**config.mk**
```make
export PLATFORM = sky130hd
export DESIGN_NAME = fpu_mult_arbiter_flat
export DESIGN_NICKNAME = d
export VERILOG_FILES = /design/src/rtl/fpu_mult_arb_pkg.sv /design/src/rtl/fpu_mult_arbiter_if.sv /design/src/rtl/fpu_rr_arbiter.sv /design/src/rtl/fpu_mult_arbiter.sv /design/src/flat_wrapper.sv
export SDC_FILE = /design/constraint.sdc
export NUM_CORES = 1
export LEC_CHECK = 0
export BUFFER_PORTS_ARGS = -buffer_cell sky130_fd_sc_hd__buf_2
export CAP_MARGIN = 20
export CORE_AREA = 3 3 108 110
export CTS_BUF_LIST = sky130_fd_sc_hd__clkbuf_8 sky130_fd_sc_hd__clkbuf_16
export CTS_CLUSTER_SIZE = 10
export DETAILED_ROUTE_END_ITERATION = 6
export DIE_AREA = 0 0 111 113
export HOLD_SLACK_MARGIN = 0.02
export PLACE_DENSITY = 0.81
export SETUP_SLACK_MARGIN = 0.4
export SLEW_MARGIN = 20
export SYNTH_ARGS = -nofsm -noshare
export SYNTH_HDL_FRONTEND = slang
export SYNTH_SLANG_ARGS = --single-unit
```
**constraint.sdc**
```tcl
create_clock -name clk -period 7.7 [get_ports clk]
set_input_delay 0.77 -clock clk [delete_from_list [all_inputs] [get_ports clk]]
set_output_delay 0.77 -clock clk [all_outputs]
set_load 0.01 [all_outputs]
```
**src/rtl/fpu_mult_arb_pkg.sv**
```systemverilog
// Shared types and constants for the two-requester FPU multiplier arbiter.
package fpu_mult_arb_pkg;

  localparam int NREQ = 2;

  localparam logic [1:0] RM_NEAREST = 2'b00;
  localparam logic [1:0] RM_ZERO    = 2'b01;
  localparam logic [1:0] RM_UP      = 2'b10;
  localparam logic [1:0] RM_DOWN    = 2'b11;

  typedef enum logic [2:0] {
    S_IDLE  = 3'd0,
    S_LOAD  = 3'd1,
    S_START = 3'd2,
    S_WAIT  = 3'd3,
    S_ACK   = 3'd4,
    S_RESP  = 3'd5
  } arb_state_t;

  function automatic logic [NREQ-1:0] idx_to_onehot(input logic idx);
    return {idx, ~idx};
  endfunction

endpackage

```
**src/rtl/fpu_mult_arbiter_if.sv**
```systemverilog
// Requester-side request/response bus; master = requesters, slave = arbiter.
interface fpu_mult_arbiter_if
  import fpu_mult_arb_pkg::*;
#(
  parameter int W = 32
);
  logic [NREQ-1:0]   req_valid;
  logic [NREQ-1:0]   req_ready;
  logic [NREQ*W-1:0] req_mx;
  logic [NREQ*W-1:0] req_my;
  logic [NREQ*2-1:0] req_rmode;
  logic [NREQ-1:0]   rsp_valid;
  logic [NREQ-1:0]   rsp_ack;
  logic [W-1:0]      rsp_result;
  logic              rsp_ovf;
  logic              rsp_unf;
  logic              rsp_err;

  modport master (
    output req_valid, req_mx, req_my, req_rmode, rsp_ack,
    input  req_ready, rsp_valid, rsp_result, rsp_ovf, rsp_unf, rsp_err
  );

  modport slave (
    input  req_valid, req_mx, req_my, req_rmode, rsp_ack,
    output req_ready, rsp_valid, rsp_result, rsp_ovf, rsp_unf, rsp_err
  );
endinterface

```
**src/rtl/fpu_rr_arbiter.sv**
```systemverilog
// Two-way round-robin grant; the last-served requester loses ties, requester 0 wins after reset.
module fpu_rr_arbiter
  import fpu_mult_arb_pkg::*;
(
  input  logic            clk,
  input  logic            rst,
  input  logic [NREQ-1:0] req,
  input  logic            update,
  output logic [NREQ-1:0] grant,
  output logic            idx
);
  logic r_last;

  always_comb begin
    grant = req;
    if (req == 2'b11) grant = r_last ? 2'b01 : 2'b10;
  end

  assign idx = grant[1];

  always_ff @(posedge clk or posedge rst) begin
    if (rst)         r_last <= 1'b1;
    else if (update) r_last <= idx;
  end
endmodule

```
**src/rtl/fpu_mult_arbiter.sv**
```systemverilog
// Shares one FPU multiplier between two requesters via a LOAD/START/WAIT/ACK/RESP sequence.
// Optional watchdog on WAIT/ACK enabled by defining FPU_ARB_TIMEOUT_EN.
module fpu_mult_arbiter
  import fpu_mult_arb_pkg::*;
#(
  parameter int W       = 32,
  parameter int TIMEOUT = 255
)(
  input  logic                  clk,
  input  logic                  rst,
  fpu_mult_arbiter_if.slave     bus,
  output logic                  fpu_beg,
  output logic                  fpu_ack,
  output logic [W-1:0]          fpu_mx,
  output logic [W-1:0]          fpu_my,
  output logic [1:0]            fpu_rmode,
  input  logic                  fpu_ready,
  input  logic                  fpu_ovf,
  input  logic                  fpu_unf,
  input  logic [W-1:0]          fpu_result
);
  if (TIMEOUT < 1) begin : g_bad_timeout
    $error("TIMEOUT must be at least 1");
  end

  logic [W-1:0] w_mx    [NREQ];
  logic [W-1:0] w_my    [NREQ];
  logic [1:0]   w_rmode [NREQ];

  for (genvar gi = 0; gi < NREQ; gi++) begin : g_unpack
    assign w_mx[gi]    = bus.req_mx[gi*W +: W];
    assign w_my[gi]    = bus.req_my[gi*W +: W];
    assign w_rmode[gi] = bus.req_rmode[gi*2 +: 2];
  end

  arb_state_t      r_state;
  logic            r_gnt_idx;
  logic            r_fpu_beg, r_fpu_ack;
  logic [W-1:0]    r_fpu_mx, r_fpu_my;
  logic [1:0]      r_fpu_rmode;
  logic [NREQ-1:0] r_rsp_valid;
  logic [W-1:0]    r_rsp_result;
  logic            r_rsp_ovf, r_rsp_unf;

  logic [NREQ-1:0] w_gnt_oh;
  logic            w_gnt_idx;
  logic            w_take;

  assign w_take = (r_state == S_IDLE) && (|bus.req_valid);

  fpu_rr_arbiter u_rr (
    .clk    (clk),
    .rst    (rst),
    .req    (bus.req_valid),
    .update (w_take),
    .grant  (w_gnt_oh),
    .idx    (w_gnt_idx)
  );

  // Grant is visible in the IDLE cycle itself so a new request can win right after rsp_ack.
  assign bus.req_ready = (r_state == S_IDLE && !rst) ? w_gnt_oh : '0;

`ifdef FPU_ARB_TIMEOUT_EN
  localparam int TMO_W = $clog2(TIMEOUT + 1);
  logic [TMO_W-1:0] r_cnt;
  logic             r_rsp_err;
  logic             w_expired;
  assign w_expired   = (r_state == S_WAIT || r_state == S_ACK) && (r_cnt == TMO_W'(TIMEOUT - 1));
  assign bus.rsp_err = r_rsp_err;
`else
  assign bus.rsp_err = 1'b0;
`endif

  always_ff @(posedge clk or posedge rst) begin
    if (rst) begin
      r_state      <= S_IDLE;
      r_gnt_idx    <= 1'b0;
      r_fpu_beg    <= 1'b0;
      r_fpu_ack    <= 1'b0;
      r_fpu_mx     <= '0;
      r_fpu_my     <= '0;
      r_fpu_rmode  <= '0;
      r_rsp_valid  <= '0;
      r_rsp_result <= '0;
      r_rsp_ovf    <= 1'b0;
      r_rsp_unf    <= 1'b0;
`ifdef FPU_ARB_TIMEOUT_EN
      r_cnt        <= '0;
      r_rsp_err    <= 1'b0;
`endif
    end else begin
`ifdef FPU_ARB_TIMEOUT_EN
      r_cnt <= (r_state == S_WAIT || r_state == S_ACK) ? r_cnt + TMO_W'(1) : '0;
`endif
      case (r_state)
        S_IDLE: if (|bus.req_valid) begin
          r_gnt_idx   <= w_gnt_idx;
          r_fpu_mx    <= w_mx[w_gnt_idx];
          r_fpu_my    <= w_my[w_gnt_idx];
          r_fpu_rmode <= w_rmode[w_gnt_idx];
`ifdef FPU_ARB_TIMEOUT_EN
          r_rsp_err   <= 1'b0;
`endif
          r_state     <= S_LOAD;
        end
        S_LOAD: begin
          r_fpu_beg <= 1'b1;
          r_state   <= S_START;
        end
        S_START: begin
          r_fpu_beg <= 1'b0;
          r_state   <= S_WAIT;
        end
        S_WAIT: if (fpu_ready) begin
          r_rsp_result <= fpu_result;
          r_rsp_ovf    <= fpu_ovf;
          r_rsp_unf    <= fpu_unf;
          r_fpu_ack    <= 1'b1;
`ifdef FPU_ARB_TIMEOUT_EN
          r_cnt        <= '0;
`endif
          r_state      <= S_ACK;
        end
        S_ACK: if (!fpu_ready) begin
          r_fpu_ack   <= 1'b0;
          r_rsp_valid <= idx_to_onehot(r_gnt_idx);
          r_state     <= S_RESP;
        end
        S_RESP: if (bus.rsp_ack[r_gnt_idx]) begin
          r_rsp_valid <= '0;
          r_state     <= S_IDLE;
        end
        default: r_state <= S_IDLE;
      endcase
`ifdef FPU_ARB_TIMEOUT_EN
      // Watchdog overrides whatever WAIT/ACK decided this cycle.
      if (w_expired) begin
        r_fpu_ack    <= 1'b0;
        r_rsp_valid  <= idx_to_onehot(r_gnt_idx);
        r_rsp_result <= '0;
        r_rsp_ovf    <= 1'b0;
        r_rsp_unf    <= 1'b0;
        r_rsp_err    <= 1'b1;
        r_cnt        <= '0;
        r_state      <= S_RESP;
      end
`endif
    end
  end

  assign fpu_beg        = r_fpu_beg;
  assign fpu_ack        = r_fpu_ack;
  assign fpu_mx         = r_fpu_mx;
  assign fpu_my         = r_fpu_my;
  assign fpu_rmode      = r_fpu_rmode;
  assign bus.rsp_valid  = r_rsp_valid;
  assign bus.rsp_result = r_rsp_result;
  assign bus.rsp_ovf    = r_rsp_ovf;
  assign bus.rsp_unf    = r_rsp_unf;
endmodule

```
**src/flat_wrapper.sv**
```systemverilog
// flat-port wrapper written by rule: the top's interface ports become plain ports
module fpu_mult_arbiter_flat import fpu_mult_arb_pkg::*;
#(
  parameter int W       = 32,
  parameter int TIMEOUT = 255
)
  (clk, rst, fpu_beg, fpu_ack, fpu_mx, fpu_my, fpu_rmode, fpu_ready, fpu_ovf, fpu_unf, fpu_result, bus_req_valid, bus_req_mx, bus_req_my, bus_req_rmode, bus_rsp_ack, bus_req_ready, bus_rsp_valid, bus_rsp_result, bus_rsp_ovf, bus_rsp_unf, bus_rsp_err);
  fpu_mult_arbiter_if #(.W(W)) bus_i ();
  input  logic clk;
  input  logic rst;
  output logic fpu_beg;
  output logic fpu_ack;
  output logic [W-1:0] fpu_mx;
  output logic [W-1:0] fpu_my;
  output logic [1:0] fpu_rmode;
  input  logic fpu_ready;
  input  logic fpu_ovf;
  input  logic fpu_unf;
  input  logic [W-1:0] fpu_result;
  input wire logic [$bits(bus_i.req_valid)-1:0] bus_req_valid;
  input wire logic [$bits(bus_i.req_mx)-1:0] bus_req_mx;
  input wire logic [$bits(bus_i.req_my)-1:0] bus_req_my;
  input wire logic [$bits(bus_i.req_rmode)-1:0] bus_req_rmode;
  input wire logic [$bits(bus_i.rsp_ack)-1:0] bus_rsp_ack;
  output wire logic [$bits(bus_i.req_ready)-1:0] bus_req_ready;
  output wire logic [$bits(bus_i.rsp_valid)-1:0] bus_rsp_valid;
  output wire logic [$bits(bus_i.rsp_result)-1:0] bus_rsp_result;
  output wire logic [$bits(bus_i.rsp_ovf)-1:0] bus_rsp_ovf;
  output wire logic [$bits(bus_i.rsp_unf)-1:0] bus_rsp_unf;
  output wire logic [$bits(bus_i.rsp_err)-1:0] bus_rsp_err;
  assign bus_i.req_valid = bus_req_valid;
  assign bus_i.req_mx = bus_req_mx;
  assign bus_i.req_my = bus_req_my;
  assign bus_i.req_rmode = bus_req_rmode;
  assign bus_i.rsp_ack = bus_rsp_ack;
  assign bus_req_ready = bus_i.req_ready;
  assign bus_rsp_valid = bus_i.rsp_valid;
  assign bus_rsp_result = bus_i.rsp_result;
  assign bus_rsp_ovf = bus_i.rsp_ovf;
  assign bus_rsp_unf = bus_i.rsp_unf;
  assign bus_rsp_err = bus_i.rsp_err;
  fpu_mult_arbiter #(.W(W), .TIMEOUT(TIMEOUT)) u_core (.clk(clk), .rst(rst), .bus(bus_i), .fpu_beg(fpu_beg), .fpu_ack(fpu_ack), .fpu_mx(fpu_mx), .fpu_my(fpu_my), .fpu_rmode(fpu_rmode), .fpu_ready(fpu_ready), .fpu_ovf(fpu_ovf), .fpu_unf(fpu_unf), .fpu_result(fpu_result));
endmodule
```
-- Yosys cells after proc, flatten, opt, wreduce, memory -nomap -nowiden
Index checks and enable logic that the tools add are counted.
W data, S select, Z words.
- word-level logic and storage cells: 65
- bits of input ports: 173
- register bits: 109
- output and inout bits: 107
- bitwise gates (word level): 2
- $lt $le $gt $ge: 2
- multiplexer cells: 26
- equal/unequal tests: 10
- reduce and logical (&&, ||, !) cells: 13
- operators with widths (kind ; count):
    $mux W32 ; 6
    $pmux W3 S6 ; 1
    $mux W2 ; 8
    $mux W3 ; 4
    $eq A3 B2 Y1 const B ; 2
    $eq A3 B3 Y1 const B ; 2
    $ne A2 B2 Y1 const B ; 3
    $reduce_and A3 Y1 ; 2
    $reduce_bool A2 Y1 ; 3
    $mux W1 ; 4
    $pmux W1 S2 ; 2
    $pmux W2 S2 ; 1
    $reduce_and A2 Y1 ; 2
    $reduce_and A4 Y1 ; 1
    $eq A3 B1 Y1 const B ; 1
    $logic_not A3 Y1 ; 1
    $eq A2 B2 Y1 const B ; 1
    $ge A2 B2 Y1 const B ; 1
    $logic_and A1 B1 Y1 ; 2
    $lt A1 B2 Y1 const B ; 1
    $ne A2 B1 Y1 const B ; 1
    $not A1 Y2 ; 1
    $reduce_or A2 Y1 ; 1
    $logic_not A1 Y1 ; 1
    $not A1 Y1 ; 1

-- Longest topological paths before layout
Gate-level depths: netlist of run 1.
- depth after elaboration: 6
- gate-level depth with buffers: 5
- depth with buffers taken out: 3

-- Hierarchy
Synthesis of run 1 repeated with hierarchy kept, for this count alone.
- cell total of the unflattened synthesis: 340
- area total of the unflattened synthesis: 5008.6 um^2
- modules (own cells, without submodules) (module ; cells each ; times used ; seq. area each (um^2) ; area each (um^2)):
    fpu_mult_arbiter ; 333 ; 1 ; 2702.6 ; 4933.5
    fpu_rr_arbiter ; 7 ; 1 ; 26.3 ; 75.1

-- Least setup slack after synthesis of run 1
Ideal clock, no wire load.
- path kind: input -> output
- from: in bus_req_valid[0]
- to: out bus_req_ready[1]
- path slack: 5.499 ns
- stages: 4
- arrival: 1.431 ns
- path buffers: 1
- data required time: 6.930 ns
- cells stage by stage: and2_1 -> clkbuf_1 -> nand2b_1 -> nor2_1
- longest elaborated chain between the ends: 3
- ends and longest elaborated chain (element ; line ; text):
    start, declared ; flat_wrapper.sv:20 ; input wire logic [$bits(bus_i.req_valid)-1:0] bus_req_valid;
    $eq A2 B2 Y1 ; fpu_rr_arbiter.sv:16 ; if (req == 2'b11) grant = r_last ? 2'b01 : 2'b10;
    $mux W2 ; fpu_rr_arbiter.sv:16 ;
    $mux W2 ; fpu_mult_arbiter.sv:61 ; assign bus.req_ready = (r_state == S_IDLE && !rst) ? w_gnt_oh : '0;
    end, declared ; flat_wrapper.sv:25 ; output wire logic [$bits(bus_i.req_ready)-1:0] bus_req_ready;
Every way passes these cells.

-- Final worst setup path of run 1
- from: reg u_core.u_rr.r_last
- to: out bus_req_ready[1]
- longest elaborated chain between the ends: 3
- ends and longest elaborated chain (element ; line ; text):
    start, declared ; fpu_rr_arbiter.sv:12 ; logic r_last;
    start signal, assigned ; fpu_rr_arbiter.sv:23 ; else if (update) r_last <= idx;
    $mux W2 (2 in a row) ; fpu_rr_arbiter.sv:16 ;
    $mux W2 ; fpu_mult_arbiter.sv:61 ;
Every way passes these cells.

==> run summary, run 1 <==
GRT Util Overall = 0.211
Die H = 113 um
r2r setup slk = 5540 ps
# rows = 38
clock root cell = clkbuf_8
status = completed
net count after synthesis = 529
FF/Latch Area = 2730 um2
share of the synthesized area in the top cell type = 0.571
hold bufs inserted after CTS = 0
cts bufs inserted = 9
Slew @ Worst Pin = 957 ps
initial core utilization = 0.438
Synth area leader = dfrtp_1
detailed-route via count = 4148
startpoint types = register
Mean Syn Cell Area = 13.3 um2
CTS tree = built
final hold violation count = 0
Max H-tree Level = 3
most frequent cell after synthesis = dfrtp_1
achievable frequency = 0.352 GHz
GPL Wtd Cong = 0.883
Worst VDD drop = 0.000175 V
fin util = 0.590
Multi-input gate area = 1810 um2
placeable core region = 10800 um2
Gates resized, CTS repair = 0
Final WS setup = 4860 ps
gr ovfl total = 0
port bufs = 278
Leak = 2.93 nW
Setup Skew = 13.7 ps
fraction of the yosys area taken by sequential cells = 0.577
number of flops mapped to enable cells by yosys = 0
initial antenna violation count = 0
Reg2Reg Depth = 3
Worst Hold Class = in -> async
Final HPWL DP = 9880 um
r2r startpoint = u_core.r_state[0]$_DFFE_PP0P_
Synth area leaders = dfrtp_1 (57%), o221a_2 (16%), or3_1 (8.6%), mux2_2 (8.1%), clkbuf_1 (1.5%)
Post-Layout Cell Count = 759
fin crit period = 2840 ps
post-DR wirelength/cell = 17.9 um
Die W = 111 um
routed vias/inst = 5.47
PD cells = 392 nW/um2
Crit Path Category = reg -> out
first-pass GRT wire length = 21600 um
final WL = 13600 um
Initial DRC Count = 226
Max Slew Vio Count = 0
DR DRC count = 0
top cells by count, synth = dfrtp_1 (108), o221a_2 (66), or3_1 (65), mux2_2 (34), clkbuf_1 (19)
post-synthesis register bit count = 109
YS warnings = 0
area delta synth->final = 34.6%
vias in the first global route = 4333
pre-CTS setup slack = 4840 ps
crit end category = output port
Worst EP required = 6930 ps
ys async rst share = 1.00
RSZ-0062 raised after global routing = no
pin count of the biggest net entering global routing = 69
clock slew at reported path FFs = 110 ps
final setup TNS = 0 ps
hold_ws = 435 ps
CP Data Arrival Time = 2070 ps
Netlist cell types = 36
I/O pins = 280
worst skew pair latency = 360 ps
Crit Path Max Fanout = 67
Max Root-Sink Buffers = 2
Main synth FF type = dfrtp_1
placed insts = 743
share of layout cells above drive strength 1 = 0.654
NumNets Final = 787
Antenna diodes = 0
Sink Count = 109
cell count after synthesis = 356
Detailed Routing Iterations Pass 1 = 4
RR Endpoint = u_core.fpu_my[8]$_DFFE_PP0P_
Period Utilization, post-route = 0.369
Post-Syn Area = 4730 um2
Routed Antenna Nets = 0
max_cap viols = 0
Finish-stage setup viols = 0
Slew HR = 0.362
Die ar. = 12500 um2
# Post-CTS Setup Buffers = 0
Layout fillers = 883
## cell usage in the layout, fill, tap and decap left out, types with 2 or more instances in the layout
master,synthesis,final
nor3_1,2,2
nor2_1,4,4
nand2_1,2,2
a31oi_1,2,2
buf_2,4,278
nand3_1,4,3
nand4b_1,2,2
nand2b_1,3,3
inv_1,5,4
buf_4,1,4
or3_1,65,65
o221a_2,66,66
dfrtp_1,108,108
o21ai_0,4,4
clkinvlp_4,0,2
nor2b_1,2,2
mux2_2,34,34
clkbuf_8,0,11
## state kept, by name, indices dropped and copies added (netlist names), 2 cells and up
name / count
u_core.r_state: 3
u_core.fpu_my: 32
u_core.bus.rsp_valid: 2
u_core.bus.rsp_result: 32
u_core.fpu_mx: 32
u_core.fpu_rmode: 2
## routing by layer
metal  track usage  vias up  wire (um)
li1              -     1898          -
met1         0.264     2038       5420
met2         0.366      191       6910
met3        0.0358       21        910
met4        0.0846        0        324
met5             0        -          0
## through the flow
| step | power (W) | instance area, um2 |
|---|---|---|
| detailed placement | 0.00215 | 6150 |
| global route | 0.00266 | 6370 |
| CTS | 0.00252 | 6370 |
| finish | 0.00250 | 6370 |
| global placement | 0.00210 | 6150 |
| floorplan | 0.00171 | 4730 |
## worst max path at each step
| stage | startpoint | to | slack (ps) | depth (start not counted) |
|---|---|---|---|---|
| 6_report | u_core.u_rr.r_last$_DFFE_PP1P_ | bus_req_ready[1] | 4860 | 4 |
| 5_1_grt | u_core.u_rr.r_last$_DFFE_PP1P_ | bus_req_ready[1] | 4700 | 4 |
| 4_1_cts | u_core.u_rr.r_last$_DFFE_PP1P_ | bus_req_ready[1] | 4820 | 4 |
| 3_5_place_dp | bus_req_valid[0] | bus_req_ready[1] | 4840 | 5 |
| 3_3_place_gp | bus_req_valid[0] | bus_req_ready[1] | 4870 | 5 |
| 2_1_floorplan | rst | u_core.bus.rsp_ovf$_DFFE_PP0P_ | 4060 | 1 |
## area by class of cell
cell class              count  area share
repair buffers            282       0.223
multi-input cells         207       0.284
inverters                   5     0.00334
clock buffers              11      0.0238
well taps                 140      0.0275
flip-flops and latches    109       0.428
clock inverters             5      0.0102
## worst max-delay path, cell delays in order (launching register included)
cell and delay [ps]:
dfstp_2 550, and2_2 750, nand2b_1 230, nor2_1 40, buf_2 130
## power breakdown
part	total [W]	switching [W]	internal (W)
combinational	0.00110	0.000516	0.000581
sequential	0.00103	0.000173	0.000856
clock	0.000372	0.000200	0.000172
## cell families (layout without fill, tap and decap cells)
logic type / after synthesis / after routing / synth area share
flops: 109 / 109 / 0.577
simple gates: 90 / 90 / 0.118
compound gates: 81 / 81 / 0.178
buf+inv: 40 / 303 / 0.0431
mux: 35 / 35 / 0.0830
other cells: 1 / 1 / 0.000792
(Power assumes the default switching activity.)
==> run 2: changes to the inputs <==
--- a/config.mk
+++ b/config.mk
@@ -7,13 +7,13 @@
 export LEC_CHECK = 0
 export BUFFER_PORTS_ARGS = -buffer_cell sky130_fd_sc_hd__buf_2
 export CAP_MARGIN = 20
-export CORE_AREA = 3 3 108 110
+export CORE_MARGIN = 3
+export CORE_UTILIZATION = 44
 export CTS_BUF_LIST = sky130_fd_sc_hd__clkbuf_8 sky130_fd_sc_hd__clkbuf_16
 export CTS_CLUSTER_SIZE = 10
 export DETAILED_ROUTE_END_ITERATION = 6
-export DIE_AREA = 0 0 111 113
 export HOLD_SLACK_MARGIN = 0.02
-export PLACE_DENSITY = 0.81
+export PLACE_DENSITY = 0.82
 export SETUP_SLACK_MARGIN = 0.4
 export SLEW_MARGIN = 20
 export SYNTH_ARGS = -nofsm -noshare
==> constraint.sdc (replaced) <==
create_clock -name clk -period 2.9 [get_ports clk]
set_input_delay 0.29 -clock clk [delete_from_list [all_inputs] [get_ports clk]]
set_output_delay 0.29 -clock clk [all_outputs]
set_load 0.01 [all_outputs]
==> run 2 against run 1 <==
- clock skew shrank 4.3 ps
- first-iteration DRC count is 38% higher
- highest routed layer unchanged
- critical endpoint is now bus_req_ready[0]
- wire length up 3.5%
- largest power group unchanged
- register-to-register slack got worse by 4800 ps
- hold slack lost 290 ps
- clock power up 150%
- worst setup slack got worse by 4100 ps
==> run summary, run 2 (synthesized netlist as in run 1, its figures left out) <==
fin util = 0.617
pin count of the biggest net entering global routing = 66
Crit Path Category = reg -> out
status = completed
Worst VDD drop = 0.000443 V
Die H = 110 um
startpoint types = register
area delta synth->final = 35.2%
Max Slew Vio Count = 0
Worst Hold Class = in -> async
share of layout cells above drive strength 1 = 0.655
initial core utilization = 0.456
Max Root-Sink Buffers = 2
crit path to = bus_req_ready[0]
Finish-stage setup viols = 0
placeable core region = 10400 um2
final setup TNS = 0 ps
PD cells = 1030 nW/um2
Slew HR = 0.508
crit end category = output port
first-pass GRT wire length = 21300 um
gr ovfl total = 0
achievable frequency = 0.461 GHz
CP Data Arrival Time = 1880 ps
cts bufs inserted = 9
fin crit period = 2170 ps
I/O pins = 280
r2r setup slk = 740 ps
routed vias/inst = 5.46
Initial DRC Count = 313
NumNets Final = 791
pre-CTS setup slack = 768 ps
Period Utilization, post-route = 0.748
port bufs = 278
# rows = 37
post-DR wirelength/cell = 18.5 um
Slew @ Worst Pin = 737 ps
CTS tree = built
Setup Skew = 9.36 ps
commonest non-fill, non-tap cell in the layout = buf_2
Final HPWL DP = 10600 um
Die ar. = 12000 um2
Leak = 2.95 nW
final WL = 14000 um
worst skew pair latency = 360 ps
clock slew at reported path FFs = 90 ps
final hold violation count = 0
Detailed Routing Iterations Pass 1 = 4
Routed Antenna Nets = 0
Sink Count = 109
vias in the first global route = 4196
GRT Util Overall = 0.226
Worst EP required = 2610 ps
DR DRC count = 0
Final WS setup = 730 ps
# Post-CTS Setup Buffers = 0
detailed-route via count = 4149
max_cap viols = 0
RSZ-0062 raised after global routing = no
r2r startpoint = u_core.r_state[0]$_DFFE_PP0P_
crit path from = u_core.r_state[0]$_DFFE_PP0P_
most frequent cells in the layout = buf_2 (278), dfrtp_1 (108), o221a_2 (66)
Crit Path Max Fanout = 25
initial antenna violation count = 1
RR Endpoint = u_core.fpu_my[22]$_DFFE_PP0P_
clock root cell = clkbuf_8
hold bufs inserted after CTS = 0
GPL Wtd Cong = 0.836
Die W = 110 um
Max H-tree Level = 3
Reg2Reg Depth = 3
Gates resized, CTS repair = 0
## run 2: cell types whose count changed in the layout (fill, tap and decap cells not counted), sizes merged
cell and change:
inv -2, clkinv +3, clkbuf -1, diode +1
buf +4
## run 2: routing by layer
metal / up-vias / part of all wire / GRT usage
met5: - / 0 / 0
met4: 0 / 0.016 / 0.0721
met3: 19 / 0.076 / 0.0411
met2: 189 / 0.52 / 0.398
met1: 2036 / 0.38 / 0.279
li1: 1905 / - / -
## run 2: report_power, final
group / total [W] / internal, W / switching (W)
Sequential: 0.00274 / 0.00227 / 0.000467
Clock: 0.000915 / 0.000422 / 0.000493
Combinational: 0.00295 / 0.00157 / 0.00138
## run 2: area by class of cell
type / instances / area, um2
Fill cell: 878 / 3970
Clock buffer: 10 / 138
Clock inverter: 6 / 63.8
Tap cell: 136 / 170
Multi-Input combinational cell: 207 / 1810
Inverter: 5 / 22.5
Timing Repair Buffer: 286 / 1460
Antenna cell: 1 / 2.50
Sequential cell: 109 / 2730
## run 2: critical path, stage by stage (launching register included)
cell and delay (ps):
dfrtp_1 550, nor3_2 340, nand3_2 120, buf_4 240, nor2_1 130, buf_2 140
## run 2: how the worst min path moves through the flow
stage	end	slack, ps	depth (start not counted)
final	u_core.fpu_beg$_DFFE_PP0P_	150	3
after global routing	u_core.bus.rsp_result[3]$_DFFE_PP0P_	140	2
after CTS	u_core.bus.rsp_result[31]$_DFFE_PP0P_	130	2
after detailed placement	u_core.bus.rsp_result[21]$_DFFE_PP0P_	490	1
after global placement	u_core.bus.rsp_result[1]$_DFFE_PP0P_	480	1
after floorplan	u_core.r_state[1]$_DFFE_PP0P_	390	1
## run 2: stage by stage
stage / std cells / instance area, um2 / hold slack (ps) / total power (W)
6_report: 760 / 6400 / 149 / 0.00660
3_3_place_gp: 743 / 6190 / 482 / 0.00561
5_1_grt: 760 / 6400 / 136 / 0.00705
3_5_place_dp: 743 / 6190 / 488 / 0.00575
4_1_cts: 759 / 6390 / 134 / 0.00667
2_1_floorplan: 356 / 4740 / 395 / 0.00455
==> run 3: changes to the inputs <==
--- a/config.mk
+++ b/config.mk
@@ -8,12 +8,12 @@
 export BUFFER_PORTS_ARGS = -buffer_cell sky130_fd_sc_hd__buf_2
 export CAP_MARGIN = 20
 export CORE_MARGIN = 3
-export CORE_UTILIZATION = 44
+export CORE_UTILIZATION = 39
 export CTS_BUF_LIST = sky130_fd_sc_hd__clkbuf_8 sky130_fd_sc_hd__clkbuf_16
 export CTS_CLUSTER_SIZE = 10
 export DETAILED_ROUTE_END_ITERATION = 6
 export HOLD_SLACK_MARGIN = 0.02
-export PLACE_DENSITY = 0.82
+export PLACE_DENSITY = 0.77
 export SETUP_SLACK_MARGIN = 0.4
 export SLEW_MARGIN = 20
 export SYNTH_ARGS = -nofsm -noshare
==> constraint.sdc (replaced) <==
create_clock -name clk -period 1.95 [get_ports clk]
set_input_delay 0.195 -clock clk [delete_from_list [all_inputs] [get_ports clk]]
set_output_delay 0.195 -clock clk [all_outputs]
set_load 0.01 [all_outputs]
==> run 3 against run 2 <==
- wire length rose by 7.5%
- clock power increased by 99%
- largest power group unchanged
- clock skew hardly changed
- first-iteration DRC count is 37% lower
- flip-flop and latch count unchanged
- hold slack got worse by 70 ps
- highest routed layer unchanged
- critical path depth down 1
- non-clock buffer count increased by 26
- largest cell class unchanged
- combinational power rose by 75%
- final cell count is 4.3% higher
==> run summary, run 3 (synthesized netlist as in run 1, its figures left out) <==
cts bufs inserted = 9
clock slew at reported path FFs = 70 ps
Setup Skew = 9.15 ps
GRT Util Overall = 0.208
Die ar. = 13500 um2
I/O pins = 280
RR Endpoint = u_core.fpu_mx[29]$_DFFE_PP0P_
Final HPWL DP = 10300 um
routed vias/inst = 5.34
PD cells = 1580 nW/um2
final setup TNS = 0 ps
Finish-stage setup viols = 0
final WL = 15100 um
worst-path cell chain = or4b_4 > buf_12 > or3_1 > o221a_2
vias in the first global route = 4248
Worst EP required = 2180 ps
Detailed Routing Iterations Pass 1 = 4
port bufs = 278
gr ovfl total = 0
Crit Path Category = reg -> reg
startpoint types = register
Die H = 116 um
fin crit period = 1820 ps
r2r setup slk = 130 ps
achievable frequency = 0.550 GHz
Crit Path Max Fanout = 31
final hold violation count = 0
pin count of the biggest net entering global routing = 109
post-DR wirelength/cell = 19.0 um
share of layout cells above drive strength 1 = 0.672
crit end category = register
r2r startpoint = u_core.r_state[2]$_DFFE_PP0P_
CP bufs+invs = 1
Worst path depth = 4
placed insts = 756
initial antenna violation count = 0
status = completed
Crit-path slowest cell = or4b_4
CTS tree = built
Leak = 3.23 nW
Worst VDD drop = 0.000613 V
Slew HR = 0.625
initial core utilization = 0.407
Reg2Reg Depth = 4
Initial DRC Count = 198
first-pass GRT wire length = 21700 um
CP Data Arrival Time = 2050 ps
crit path from = u_core.r_state[2]$_DFFE_PP0P_
Crit path max-delay family = simple AND/OR/NAND/NOR gates
Layout fillers = 948
CP peak stage delay = 590 ps
most frequent cells in the layout = buf_2 (277), dfrtp_1 (108), o221a_2 (66)
Max Root-Sink Buffers = 2
Worst Hold Class = in -> reg
Routed Antenna Nets = 0
detailed-route via count = 4236
placeable core region = 11600 um2
max_cap viols = 0
clock root cell = clkbuf_16
Max Slew Vio Count = 0
GPL Wtd Cong = 0.799
Period Utilization, post-route = 0.933
worst skew pair latency = 340 ps
commonest non-fill, non-tap cell in the layout = buf_2
RSZ-0062 raised after global routing = yes
# rows = 39
DR DRC count = 0
Post-Layout Cell Count = 793
Slew @ Worst Pin = 563 ps
area delta synth->final = 47.1%
Max H-tree Level = 3
NumNets Final = 817
Die W = 116 um
crit path to = u_core.fpu_mx[29]$_DFFE_PP0P_
Sink Count = 109
Worst Hold Path Cells = 2
[run 3: cell count changes in the layout (fill, tap and decap cells not counted), moves of 2 or more]
cell	change
clkbuf_16	+13
clkbuf_8	-9
buf_6	+7
buf_4	+6
buf_12	+5
buf_8	+2
clkinv_4	-2
nor2_1	-2
[run 3: worst min path at each step]
| stage | from | to |
|---|---|---|
| after floorplan | fpu_ready | u_core.r_state[1]$_DFFE_PP0P_ |
| after global placement | rst | u_core.fpu_mx[11]$_DFFE_PP0P_ |
| after detailed placement | rst | u_core.fpu_mx[11]$_DFFE_PP0P_ |
| after CTS | fpu_result[17] | u_core.bus.rsp_result[17]$_DFFE_PP0P_ |
| after global routing | fpu_result[17] | u_core.bus.rsp_result[17]$_DFFE_PP0P_ |
| final | fpu_result[17] | u_core.bus.rsp_result[17]$_DFFE_PP0P_ |
[run 3: where the power goes]
group          total (W)  switching (W)  internal, W
Combinational    0.00517        0.00235      0.00281
Clock            0.00182       0.000803      0.00102
Sequential       0.00400       0.000611      0.00339
[run 3: through the flow]
step / utilization / hold WS, ps / instance area, um2 / power [W] / worst slack (ps)
global route: 0.599 / 73.9 / 6960 / 0.0116 / 78.4
finish: 0.599 / 79.1 / 6960 / 0.0110 / 131
floorplan: - / 299 / 4740 / 0.00677 / 171
CTS: 0.582 / 66.2 / 6760 / 0.0108 / 134
global placement: 0.541 / 105 / 6280 / 0.00846 / 168
detailed placement: 0.541 / 106 / 6280 / 0.00867 / 99.8
[run 3: area by class of cell]
cell class	count	area, um2	share of cell area
clock inverters	6	55.1	0.00791
repair buffers	312	1880	0.270
clock buffers	10	239	0.0343
flip-flops and latches	109	2730	0.392
inverters	5	22.5	0.00324
diodes	1	2.50	0.000359
well taps	143	179	0.0257
multi-input cells	207	1850	0.266
[run 3: routing by layer]
layer,up-vias,track usage,share of wire
li1,1965,-,-
met1,2068,0.246,0.39
met2,182,0.374,0.53
met3,21,0.0394,0.057
met4,0,0.0812,0.015
met5,-,0,0
[run 3: repair_timing]
| item | 4_1_cts | 5_1_grt |
|---|---|---|
| cloned | 2 | 5 |
| gates resized for setup | 14 | 11 |
| hold endpoints to repair | 1 | 0 |
| endpoints found under the setup margin | 68 | 102 |
| buffers inserted | 6 | 6 |
| hold buffers | 1 | 0 |
| pin swaps | 3 | 2 |
